==> src/rtl/taylor_trig_engine.sv <==
// Maclaurin-series cos/sin engine: one shared multiplier sequenced by an FSM,
// alternating-sign accumulator, constant coefficient LUT and magnitude-based early stop.
module taylor_trig_engine #(
    parameter int DATA_W  = 16,
    parameter int COEF_W  = 16,
    parameter int N_TERMS = 4,
    parameter int THR_W   = 8
) (
    input  logic              clk,
    input  logic              rst,
    input  logic              in_valid,
    output logic              in_ready,
    input  logic [DATA_W-1:0] x,
    input  logic              mode,
    input  logic [THR_W-1:0]  thr,
    output logic              out_valid,
    input  logic              out_ready,
    output logic [DATA_W-1:0] result,
    output logic [2:0]        terms_used
);

    localparam int MW = (DATA_W > COEF_W) ? DATA_W : COEF_W;
    localparam int PW = DATA_W + 1 + MW;
    localparam int TW = (DATA_W > THR_W) ? DATA_W : THR_W;
    localparam logic [2:0]              K_LAST  = 3'(N_TERMS - 1);
    localparam logic [DATA_W:0]         P_ONE   = {1'b1, {DATA_W{1'b0}}};
    localparam logic signed [DATA_W+1:0] ACC_ONE = {2'b01, {DATA_W{1'b0}}};

    typedef enum logic [2:0] {S_IDLE, S_SQ, S_POW, S_MUL, S_ACC, S_DONE} state_t;

    // round(2^COEF_W / n!), n = 2k for cos and 2k+1 for sin; evaluated at elaboration only.
    function automatic logic [COEF_W-1:0] coef_f(input logic sin_sel, input int k);
        logic [63:0] fact;
        int          n;
        n    = 2 * k + (sin_sel ? 1 : 0);
        fact = 64'd1;
        for (int i = 2; i <= n; i++) fact = fact * 64'(i);
        return COEF_W'(((64'd1 << COEF_W) + (fact >> 1)) / fact);
    endfunction

    logic [COEF_W-1:0] coef_lut [2][8];
    for (genvar m = 0; m < 2; m++) begin : g_mode
        for (genvar k = 0; k < 8; k++) begin : g_term
            assign coef_lut[m][k] = coef_f(1'(m), k);
        end
    end

    state_t                state_q, state_d;
    logic [DATA_W-1:0]     x_q, x_d, x2_q, x2_d, term_q, term_d, result_q, result_d;
    logic [DATA_W:0]       p_q, p_d;
    logic signed [DATA_W+1:0] acc_q, acc_d, term_s;
    logic [THR_W-1:0]      thr_q, thr_d;
    logic [2:0]            k_q, k_d, terms_q, terms_d;
    logic                  mode_q, mode_d, sgn_q, sgn_d;
    logic                  in_ready_q, in_ready_d, out_valid_q, out_valid_d;

    logic [DATA_W:0]       mul_a;
    logic [MW-1:0]         mul_b;
    logic [PW-1:0]         prod;

    always_comb begin
        mul_a = p_q;
        mul_b = MW'(x2_q);
        case (state_q)
            S_SQ: begin
                mul_a = {1'b0, x_q};
                mul_b = MW'(x_q);
            end
            S_MUL:   mul_b = MW'(coef_lut[mode_q][k_q]);
            default: ;
        endcase
        prod = PW'(mul_a) * PW'(mul_b);
    end

    assign term_s = $signed({2'b00, term_q});

    // NOTE: every variable gets a default before the case so no path leaves it unassigned (no latches).
    always_comb begin
        state_d  = state_q;
        x_d      = x_q;
        mode_d   = mode_q;
        thr_d    = thr_q;
        x2_d     = x2_q;
        p_d      = p_q;
        term_d   = term_q;
        acc_d    = acc_q;
        k_d      = k_q;
        sgn_d    = sgn_q;
        terms_d  = terms_q;
        result_d = result_q;
        case (state_q)
            S_IDLE: begin
                if (in_valid && in_ready_q) begin
                    x_d     = x;
                    mode_d  = mode;
                    thr_d   = thr;
                    state_d = S_SQ;
                end
            end
            S_SQ: begin
                x2_d    = DATA_W'(prod >> DATA_W);
                k_d     = 3'd1;
                sgn_d   = 1'b1;
                p_d     = mode_q ? {1'b0, x_q} : P_ONE;
                acc_d   = mode_q ? $signed({2'b00, x_q}) : ACC_ONE;
                state_d = S_POW;
            end
            S_POW: begin
                p_d     = (DATA_W + 1)'(prod >> DATA_W);
                state_d = S_MUL;
            end
            S_MUL: begin
                term_d  = DATA_W'(prod >> COEF_W);
                state_d = S_ACC;
            end
            S_ACC: begin
                acc_d   = sgn_q ? (acc_q - term_s) : (acc_q + term_s);
                sgn_d   = ~sgn_q;
                terms_d = k_q;
                // The term that satisfies the threshold has already been folded into acc_d.
                if (k_q == K_LAST || TW'(term_q) < TW'(thr_q)) begin
                    result_d = acc_d[DATA_W+1:2];
                    state_d  = S_DONE;
                end else begin
                    k_d     = k_q + 3'd1;
                    state_d = S_POW;
                end
            end
            S_DONE: begin
                if (out_ready) state_d = S_IDLE;
            end
            default: state_d = S_IDLE;
        endcase
        in_ready_d  = (state_d == S_IDLE);
        out_valid_d = (state_d == S_DONE);
    end

    // NOTE: state registers use non-blocking assignments so all flops update from pre-edge values.
    always_ff @(posedge clk or negedge rst) begin
        if (!rst) begin
            state_q     <= S_IDLE;
            x_q         <= '0;
            mode_q      <= 1'b0;
            thr_q       <= '0;
            x2_q        <= '0;
            p_q         <= '0;
            term_q      <= '0;
            acc_q       <= '0;
            k_q         <= '0;
            sgn_q       <= 1'b0;
            terms_q     <= '0;
            result_q    <= '0;
            in_ready_q  <= 1'b0;
            out_valid_q <= 1'b0;
        end else begin
            state_q     <= state_d;
            x_q         <= x_d;
            mode_q      <= mode_d;
            thr_q       <= thr_d;
            x2_q        <= x2_d;
            p_q         <= p_d;
            term_q      <= term_d;
            acc_q       <= acc_d;
            k_q         <= k_d;
            sgn_q       <= sgn_d;
            terms_q     <= terms_d;
            result_q    <= result_d;
            in_ready_q  <= in_ready_d;
            out_valid_q <= out_valid_d;
        end
    end

    assign in_ready   = in_ready_q;
    assign out_valid  = out_valid_q;
    assign result     = result_q;
    assign terms_used = terms_q;

endmodule
==> config.mk <==
export PLATFORM = sky130hd
export DESIGN_NAME = taylor_trig_engine
export DESIGN_NICKNAME = d
export VERILOG_FILES = /design/src/rtl/taylor_trig_engine.sv
export SDC_FILE = /design/constraint.sdc
export NUM_CORES = 1
export LEC_CHECK = 0
export BUFFER_PORTS_ARGS = -buffer_cell sky130_fd_sc_hd__buf_2
export CORE_MARGIN = 2
export CORE_UTILIZATION = 45
export CTS_BUF_LIST = sky130_fd_sc_hd__clkbuf_8
export CTS_CLUSTER_DIAMETER = 60
export DETAILED_ROUTE_END_ITERATION = 10
export PLACE_DENSITY = 0.72
export REMOVE_ABC_BUFFERS = 1
export SLEW_MARGIN = 15
export SYNTH_ARGS = -nofsm -noshare
export SYNTH_HDL_FRONTEND = slang
export SYNTH_SLANG_ARGS = --single-unit
==> constraint.sdc <==
create_clock -name clk -period 9.35 [get_ports clk]
set_clock_uncertainty 0.15 [all_clocks]
set_input_delay 1.87 -clock clk [delete_from_list [all_inputs] [get_ports clk]]
set_output_delay 1.87 -clock clk [all_outputs]
set_load 0.03 [all_outputs]
Word level (Yosys, flattened, before mapping)
Cells that the tools add are included.
{ "word_totals": {"out_inout_bits": 21, "input_bits": 29, "elab_cells": 61, "ff_bits": 120} }
{ "op_classes": {"order_cmp": 3, "bitwise": 3, "n_mux": 20, "n_addsub": 3, "multipliers": 1, "reduce_logical": 9, "eq_ne": 8} }
{ "ops": {"columns": ["cell", "n"], "rows": [
  ["$mux 128", 2],
  ["$mux 112", 1],
  ["$mux 17", 3],
  ["$bmux 16 s3", 1],
  ["$pmux 18 s2", 1],
  ["$pmux 17 s2", 1],
  ["$mul 17x16->33", 1],
  ["$mux 16", 2],
  ["$pmux 16 s2", 1],
  ["$add 18x17->18", 1],
  ["$mux 18", 1],
  ["$pmux 3 s6", 1],
  ["$sub 18x17->18", 1],
  ["$lt 16x8->1", 1],
  ["$mux 3", 4],
  ["$eq 3x2->1 const B", 3],
  ["$eq 3x3->1 const B", 3],
  ["$logic_not 3->1", 2],
  ["$pmux 3 s2", 1],
  ["$reduce_and 2->1", 3],
  ["$ge 4x4->1 const B", 1],
  ["$not 3->4", 1],
  ["$reduce_bool 2->1", 2],
  ["$add 3x1->3 const B", 1],
  ["other kinds (8)", 8]
]} }

Longest topological paths before layout
{ "depth": {"word_depth": 10, "ltp_mapped": 32, "depth_no_buf": 30} }

Worst setup path before layout
No wires, ideal clock.
{ "synth_timing": {"path_type": "reg2reg", "start": "register state_q[0]", "end": "register x2_q[15]", "t_required_ps": 9068, "path_stages_with_launch": 30, "arrival_ps": 6908, "setup_time_ps": 132, "path_buffers": 4, "path_slack_ps": 2160, "period_less_slack_ps": 7190, "path_cell_list": "dfrtp_1 > buf_4 > nand2b_1 > buf_2 > clkbuf_1 > nor2_1 > a21oi_1 > clkbuf_1 > nor2_1 > fa_1 > inv_1 > fa_1 > fa_1 > fa_1 > inv_1 > fa_1 > inv_1 > fa_1 > inv_1 > ha_1 > a21o_1 > a21o_1 > a21oi_1 > nand2b_1 > o211ai_2 > a211oi_2 > a31oi_2 > a221oi_2 > xor2_1 > o21ai_1"} }
{ "synth_between": {"elab_chain_len": 3, "word_cells_on_any_way": 5, "cone_classes": "1 x mul; 2 x eq/ne; 2 x mux"} }
{ "synth_rtl": {"columns": ["element", "line_no", "source"], "rows": [
  ["start, declared", "48", "state_t state_q, state_d;"],
  ["start signal, assigned", "156", "state_q <= state_d;"],
  ["$eq 3x2->1 / $eq 3x1->1 (equally long branches)", "64, 91", null],
  ["$pmux 16 s2 / $mux 17 (equally long branches)", "64", "case (state_q)"],
  ["$mul 17x16->33", "72", "prod = PW'(mul_a) * PW'(mul_b);"],
  ["end signal, assigned", "145", "x2_q <= '0;"],
  ["end signal, assigned", "160", "x2_q <= x2_d;"],
  ["end, declared", "49", "logic [DATA_W-1:0] x_q, x_d, x2_q, x2_d, term_q, term_d, result_q, result_d;"]
]} }
Parallel ways exist; a longest one is shown, timed or not.
A chain may end at the register's enable or synchronous reset.

Worst setup path after layout
{ "layout_timing": {"start": "register state_q[2]", "end": "register term_q[15]"} }
{ "layout_between": {"elab_chain_len": 3, "word_cells_on_any_way": 5, "cone_classes": "1 x mul; 2 x eq/ne; 2 x mux"} }
{ "layout_rtl": {"columns": ["element", "line_no", "source"], "rows": [
  ["$eq 3x2->1 / $eq 3x1->1 (equally long branches)", "64, 91", null],
  ["$pmux 16 s2 / $mux 17 (equally long branches)", "64", null],
  ["$mul 17x16->33", "72", null],
  ["end signal, assigned", "162", "term_q <= term_d;"],
  ["end, declared", "49", null]
]} }
Parallel ways exist; a longest one is shown, timed or not.

==> metrics.txt <==
status finished, final reports clean; critical path peak fanout 21; I/O pins 50; setup violators final 0; die height 186.5 um; Tcrit/Tclk final 0.8917; Yosys reg bits between 100 and 150; Routed Antenna Nets 0; DP Wirelength 32660 um; GRT Resource Usage Total 0.2400; TritonCTS Sinks between 100 and 150; Sum Neg Setup Slack 0 ns; Congestion Overflow GR 0; Tmin final 8.337 ns; post-CTS setup buffers 0; final WL 40490 um; Clock transition at path regs 0.07 ns; endpoint class of the critical path flop; Placement Rows 66; cts bufs inserted 17; vias in the first global route 12510; die area around 35000 um^2; drt drc 0; PortBufs 49; area of the core 32700 um^2; CP max stage cell a221o_1; Hold Fails Final Rpt 0; Initial Utilization 0.4582; Crit path largest cell delay 0.71 ns; CTS tree yes; worst setup path category reg2reg; Worst Path Required 9.50 ns; sequential element share of the synthesized area 0.2004; max_cap viols 0; RePlAce Congestion 0.9496; vias after detailed routing ~12000; DR pass1 iterations 5; CP most frequent cell fa_1; Post-synth ARST share 1.000; final antenna diode count 0; Resized cells post-CTS 0; fmax ~120 MHz; Post-Syn Area 14980 um^2; fraction of layout cells with a size suffix above 1 0.08300; CTS H-tree lvls 4; Slew HR 0.2904; Synth Area per Inst 8.788 um^2; pin count of the biggest net entering global routing 64; Worst setup SP type flop; Yosys warnings 0; nets@finish 2090; Slew Viols, Final 0; Syn Inst Count 1705; Hold Path Class reg2reg; P&R area growth vs syn 7.466%; Netlist cell types 70; CP arrival 8.49 ns; routed len/inst 18.60 um; antenna violations before repair 0; RSZ-0062 raised after global routing false; Worst-Skew Late Latency 0.44 ns; Root Buffer Master clkbuf_8; Least-Margin Pin Slew 1.057 ns; DR vias/cell 5.544; first-pass GRT wire length 66390 um; Hold Buf Count CTS 0; Die X approximately 190 um; clk buf depth 2; Main synth FF type dfrtp_1; Iter 0 DRT Violations 1023; number of flops mapped to enable cells by yosys 0
==> worst max-delay path: cells and delay by family (launching register included) <==
kind,cells,cell delay [ns]
AOI/OAI and AO/OA,10,2.71
xor gates and xnor gates,1,0.26
adders and majority gates,7,3.16
buffers and inverters,5,0.26
DFF,1,0.49
and+or+nand+nor,3,1.20
==> flip-flops by register name, summed over array words and instances, names as in the netlist, 3 cells and up <==
signal	cells
p_q	17
thr_q	8
result	16
acc_q	18
terms_used	3
term_q	16
k_q	3
x2_q	16
x_q	16
state_q	3
==> routing by layer <==
metal / GRT usage / wire [um] / up-vias
li1: - / - / 5488
met5: 0 / 0 / -
met1: 0.3281 / 16830 / 5975
met3: 0.03329 / 3018 / 106
met4: 0.07753 / 1335 / 0
met2: 0.3961 / 19310 / 501
==> metrics by stage <==
stage               hold slack, ns  utilization  worst slack, ns  std cells  cell area [um^2]
floorplan                   0.2997            -            1.333       1632             14690
finish                      0.3252       0.4924            1.013       2177             16100
global placement            0.3119       0.4798            1.287       2147             15690
detailed placement          0.3206       0.4798            1.104       2147             15690
global route                0.3619       0.4924           0.6161       2177             16100
CTS                         0.3355       0.4924            1.092       2177             16100
==> worst paths after layout <==
path / startpoint / endpoint / slack [ns] / depth (start not counted)
max in group asynchronous: rst / k_q[0] / 6.45 / 2
setup / recovery: state_q[2] / term_q[15] / 1.01 / 26
setup reg to reg: state_q[2] / term_q[15] / 1.01 / 26
hold reg to reg: result[10] / result[10] / 0.33 / 2
hold / removal: result[10] / result[10] / 0.33 / 2
min in group asynchronous: rst / acc_q[17] / 1.34 / 1
==> cells by family after synthesis <==
| logic type | Yosys count | synth area share |
|---|---|---|
| compound gates | 278 | 0.1187 |
| xor+xnor | 48 | 0.02806 |
| fa+ha+maj | 337 | 0.3856 |
| buf+inv | 331 | 0.08434 |
| flops | 120 | 0.2004 |
| mux | 28 | 0.02063 |
| simple gates | 563 | 0.1623 |
==> Yosys cell counts (all sizes together), types with 16 or more instances <==
cell type,n,share of area
and2,25,0.010
nor2,176,0.044
mux2,23,0.017
a221oi,25,0.015
a21oi,76,0.025
dfrtp,120,0.20
o21ai,91,0.031
xnor2,36,0.021
clkbuf,63,0.016
ha,129,0.11
inv,258,0.065
a21o,28,0.014
nand2,263,0.066
fa,208,0.28
nand2b,20,0.0084
nand3,16,0.0053
==> placed cells by master (no fill, tap or decap), drive strengths merged, types with 3 or more instances in the layout <==
cell,Yosys,layout
nand4,7,7
o211ai,5,5
nand2b,20,20
and3,6,6
inv,258,259
a22oi,4,4
mux2,23,23
buf,10,73
a21o,28,28
o21bai,5,5
nor2b,13,13
o21a,7,7
a31oi,7,7
a211oi,3,3
o22ai,3,3
or3,8,8
nor3,13,13
nor3b,4,4
or2,4,4
nand3,16,16
a21oi,76,76
and2,25,25
o31ai,4,4
ha,129,129
clkbuf,63,21
a221oi,25,25
xor2,12,12
nand2,263,263
bufinv,0,3
xnor2,36,36
fa,208,208
mux2i,5,5
o21ai,91,91
dfrtp,120,120
clkinv,0,3
nor2,176,176
==> area by class of cell <==
class | count | area [um^2]
Clock buffer | 21 | 289.0
Clock inverter | 9 | 123.9
Fill cell | 3124 | 16600
Inverter | 258 | 968.4
Multi-Input combinational cell | 1254 | 10720
Sequential cell | 120 | 3003
Tap cell | 442 | 553.0
Timing Repair Buffer | 73 | 440.4
Power is left out: the tool's default activity adds up to more than one toggle a clock period on the data nets, which glitch-free logic cannot reach.
